**src/rtl/seq_multiplier.sv**
```systemverilog
// Multi-cycle unsigned shift-and-add multiplier: one multiplier bit per clock,
// registered product halves, and a one-cycle ld pulse for the downstream register.
module seq_multiplier #(
    parameter int DATA_WIDTH = 16
) (
    input  logic                  clk,
    input  logic                  rst,
    input  logic                  start,
    input  logic                  cl,
    input  logic [DATA_WIDTH-1:0] a,
    input  logic [DATA_WIDTH-1:0] b,
    output logic                  busy,
    output logic                  ld,
    output logic [DATA_WIDTH-1:0] out,
    output logic [DATA_WIDTH-1:0] out_hi,
    output logic                  ovf
);

    localparam int CW = $clog2(DATA_WIDTH) + 1;

    typedef enum logic [1:0] {
        S_IDLE,
        S_RUN,
        S_DONE
    } state_t;

    state_t                  r_state;
    state_t                  w_next;
    logic [DATA_WIDTH-1:0]   r_mcand;
    logic [DATA_WIDTH-1:0]   r_mplier;
    logic [2*DATA_WIDTH-1:0] r_acc;
    logic [CW-1:0]           r_count;
    logic [DATA_WIDTH-1:0]   r_out;
    logic [DATA_WIDTH-1:0]   r_out_hi;
    logic                    r_ovf;

    logic [DATA_WIDTH:0]     w_sum;
    logic [2*DATA_WIDTH-1:0] w_acc_step;
    logic                    w_last;
    logic                    w_accept;

    // Add into the upper half with its carry, then shift the whole accumulator right.
    always_comb begin
        w_sum      = {1'b0, r_acc[2*DATA_WIDTH-1:DATA_WIDTH]}
                   + (r_mplier[0] ? {1'b0, r_mcand} : '0);
        w_acc_step = (2*DATA_WIDTH)'({w_sum, r_acc[DATA_WIDTH-1:0]} >> 1);
        w_last     = (r_count == CW'(DATA_WIDTH - 1));
        w_accept   = start && !cl;
    end

    // NOTE: every combinational output gets a default first so no path leaves it unassigned (no latch).
    always_comb begin
        w_next = r_state;
        busy   = 1'b0;
        ld     = 1'b0;
        case (r_state)
            S_IDLE: begin
                if (w_accept) w_next = S_RUN;
            end
            S_RUN: begin
                busy = 1'b1;
                if (cl)          w_next = S_IDLE;
                else if (w_last) w_next = S_DONE;
            end
            S_DONE: begin
                busy   = 1'b1;
                ld     = !cl;
                w_next = S_IDLE;
            end
            default: w_next = S_IDLE;
        endcase
    end

    // NOTE: sequential state uses non-blocking assignments so all registers update from pre-edge values.
    always_ff @(posedge clk or posedge rst) begin
        if (rst) begin
            r_state  <= S_IDLE;
            r_mcand  <= '0;
            r_mplier <= '0;
            r_acc    <= '0;
            r_count  <= '0;
            r_out    <= '0;
            r_out_hi <= '0;
            r_ovf    <= 1'b0;
        end else begin
            r_state <= w_next;
            case (r_state)
                S_IDLE: begin
                    if (w_accept) begin
                        r_mcand  <= a;
                        r_mplier <= b;
                        r_acc    <= '0;
                        r_count  <= '0;
                    end
                end
                S_RUN: begin
                    if (!cl) begin
                        r_acc    <= w_acc_step;
                        r_mplier <= r_mplier >> 1;
                        r_count  <= r_count + CW'(1);
                        // Product registers change only on the edge that enters DONE.
                        if (w_last) begin
                            r_out    <= w_acc_step[DATA_WIDTH-1:0];
                            r_out_hi <= w_acc_step[2*DATA_WIDTH-1:DATA_WIDTH];
                            r_ovf    <= |w_acc_step[2*DATA_WIDTH-1:DATA_WIDTH];
                        end
                    end
                end
                default: ;
            endcase
        end
    end

    assign out    = r_out;
    assign out_hi = r_out_hi;
    assign ovf    = r_ovf;

endmodule

```
**config.mk**
```make
export PLATFORM = sky130hd
export DESIGN_NAME = seq_multiplier
export DESIGN_NICKNAME = d
export VERILOG_FILES = /design/src/rtl/seq_multiplier.sv
export SDC_FILE = /design/constraint.sdc
export NUM_CORES = 1
export LEC_CHECK = 0
export CAP_MARGIN = 20
export CORE_ASPECT_RATIO = 1.1
export CORE_UTILIZATION = 55
export CTS_CLUSTER_DIAMETER = 200
export DETAILED_ROUTE_END_ITERATION = 8
export DONT_BUFFER_PORTS = 1
export PLACE_DENSITY = 0.7
export REMOVE_ABC_BUFFERS = 1
export SLEW_MARGIN = 20
export SYNTH_ARGS = -nofsm -noshare
export SYNTH_HDL_FRONTEND = slang
export SYNTH_SLANG_ARGS = --single-unit
```
**constraint.sdc**
```tcl
create_clock -name clk -period 4.7 [get_ports clk]
set_clock_uncertainty 0.1 [all_clocks]
set_input_delay 0.94 -clock clk [delete_from_list [all_inputs] [get_ports clk]]
set_output_delay 0.94 -clock clk [all_outputs]
set_load 0.1 [all_outputs]
```
==> impl_metrics.ini <==
[status]
status = finished, final reports clean

[global_route]
grt_overflow = 0
grt_pass1_vias = 3594
grt_pass1_wl_um = 18200
antenna_found_initial = 1
grt_max_degree = 75
grt_usage = 0.243

[yosys]
synth_area_leaders = dfrtp_1, mux2_2, nand2_1, o21ai_0, ha_1
async_flop_share = 1.00
ys_top_cells_by_count = dfrtp_1, nand2_1, o21ai_0, mux2_2, ha_1
syn_area_per_cell_um2 = 10.4
synth_warnings = 0
yosysMostFrequentCell = dfrtp_1
seq_area_frac_synth = 0.500
ys.flop_type = dfrtp_1
synth_edf_count = 0
synth_top_area_share = 0.500
netlist_area_um2 = 5150
synth_top_area_cell = dfrtp_1
syn_inst = 495
synth.distinct_cells = 56
ys_ff_latch = 103

[drt]
via_count = 3564
drc = 0
drtIter0Drc = 185
firstDrtPassIters = 4
detail-route-antenna-nets = 0
wl_per_cell_um = 17.7
wirelength_um = 10700
vias_per_cell = 5.85

[timing]
layout_setup_ws_ns = 1.27
fin_crit_ns = 3.43
fmax_mhz = 291
finalHoldViolCount = 0
maxSlewViolCount = 0
rsz0062_at_grt = no
tightest_slew_ns = 1.07
setup_viol = 0
fin_crit_sh = 0.730
slew_headroom = 0.287
fin_tns_setup_ns = 0

[die]
dieWidth_um = 94.3
io_pins = 71
die_h_um = 104
core_um2 = 8960
row_count = 36
dieArea_um2 = 9760
start_util = 0.575

[setup_path]
cp_slowest_cell = dfrtp_1
setup.worst_path.end_class = register
cp_data_arrival_time_ns = 3.59
critPathMaxFanout = 17
required_ns = 4.86
path_class = register to register
reg2reg_depth = 10
cp-start-kind = register
slowest_delay_ns = 0.59
cp_cell_sequence = and2_1, ha_1, fa_1, a211oi_1, o21ai_1, a21oi_1, xor2_1, nand4_1, a2111oi_4, a21oi_2

[power]
leakage_nw = 2.57
power.density_nw_per_um2 = 521
ir_drop_uv = 288

[cells_and_area]
fin_nets = 549
diodes = 0
drive_above_1_share = 0.172
synthToLayoutAreaGrowth_pct = 5.95

[clocking]
numCtsBuffers = 9
clock_latency_ns = 0.38
hold_buffers = 0
cts.htree.levels = 3
cts_tree = done
root_buffer = clkbuf_8
cts_max_path_buffers = 2
cts_resized = 0
post_cts_buffers = 0
path_clk_slew_ns = 0.10
clkSinkCount = 103

[placed_design]
place_ws_ns = 1.30
gp_congestion = 0.898
hpwl_um = 7420
port_buffers = 0

[worst_hold_path]
whs_path_depth = 2
hold_class = register to register

[run]
maxCapViolCount = 0
[final timing paths]
| check | start | to | slack, ns |
|---|---|---|---|
| worst max-delay path | r_mplier[0] | ovf | 1.27 |
| worst max register to register | r_mplier[0] | ovf | 1.27 |
| max in group asynchronous | rst | r_mcand[6] | 3.05 |
| worst min register to register | r_count[4] | r_count[4] | 0.38 |
| min in group asynchronous | rst | out[10] | 0.54 |
| worst min-delay path | r_count[4] | r_count[4] | 0.38 |
[area by class of cell]
class / count / area (um^2)
fillers: 773 / 3500
flip-flops and latches: 103 / 2580
multi-input cells: 360 / 2470
well taps: 114 / 143
clock buffers: 10 / 138
repair buffers: 7 / 52.6
clock inverters: 5 / 40.0
inverters: 10 / 40.0
[kinds of logic (layout without fill, tap and decap cells)]
family	Yosys count	after routing	share of synthesized area
AOI/OAI and AO/OA	117	117	0.148
xor gates and xnor gates	10	10	0.0170
adders and majority gates	22	22	0.0549
buffers and inverters	32	32	0.0235
DFF	103	103	0.500
muxes	52	52	0.110
and+or+nand+nor	159	159	0.147
[state kept, by name (all words and copies together), names as in the netlist]
signal	cells
r_acc	31
out	16
out_hi	16
r_mcand	16
r_mplier	16
r_count	5
r_state	2
ovf	1
[cells in the final DEF (no fill, tap or decap), types with 2 or more instances in the layout]
cell and n:
a2111o_1 2, a2111oi_0 2, a2111oi_4 2, a211oi_1 4
a21o_1 2, a21o_2 3, a21oi_1 11, a21oi_2 2
a22o_1 3, and2_1 16, and3_1 2, and3_2 2
buf_4 7, clkbuf_8 10, dfrtp_1 103, ha_1 21
inv_1 9, inv_6 3, mux2_2 37, mux2i_1 15
nand2_1 93, nand2b_1 3, nand3_1 4, nand4_1 3
nor2_1 11, nor2_2 2, nor2b_1 4, nor3_1 2
nor3_2 2, o211ai_1 3, o21ai_0 60, o21ai_1 3
o21ai_2 2, o22ai_1 7, o31ai_1 2, or2_2 2
or3_1 3, or4_1 2, xor2_1 9
[worst max-delay path, delay by kind of cell, from the launching register on]
kind,cells,cell delay [ns]
AO/OA/AOI/OAI,5,1.24
XOR/XNOR,1,0.28
adder cells (fa/ha/maj),2,0.65
flip-flops,1,0.59
AND/OR/NAND/NOR,2,0.45
[power by group]
group | total [mW] | switching [mW] | internal [mW]
Sequential | 1.21 | 0.129 | 1.08
Combinational | 1.11 | 0.668 | 0.437
Clock | 0.531 | 0.320 | 0.210
[through the flow]
step,std cells,power [mW],hold slack [ns],util,area (um^2)
global route,609,3.05,0.427,0.609,5460
CTS,609,2.85,0.390,0.609,5460
floorplan,473,2.04,0.339,-,5070
finish,609,2.84,0.384,0.609,5460
detailed placement,594,2.32,0.368,0.589,5280
global placement,594,2.28,0.349,0.589,5280
[layer usage]
metal  share of wire  vias up  GRT usage  wire length (um)
li1                -     1734          -                 -
met4           0.016        2     0.0890               177
met3           0.033       15     0.0382               353
met1            0.45     1741      0.331              4800
met5          0.0012        -          0                13
met2            0.50       72      0.390              5410
No activity file was read; power rests on OpenSTA's default activity.
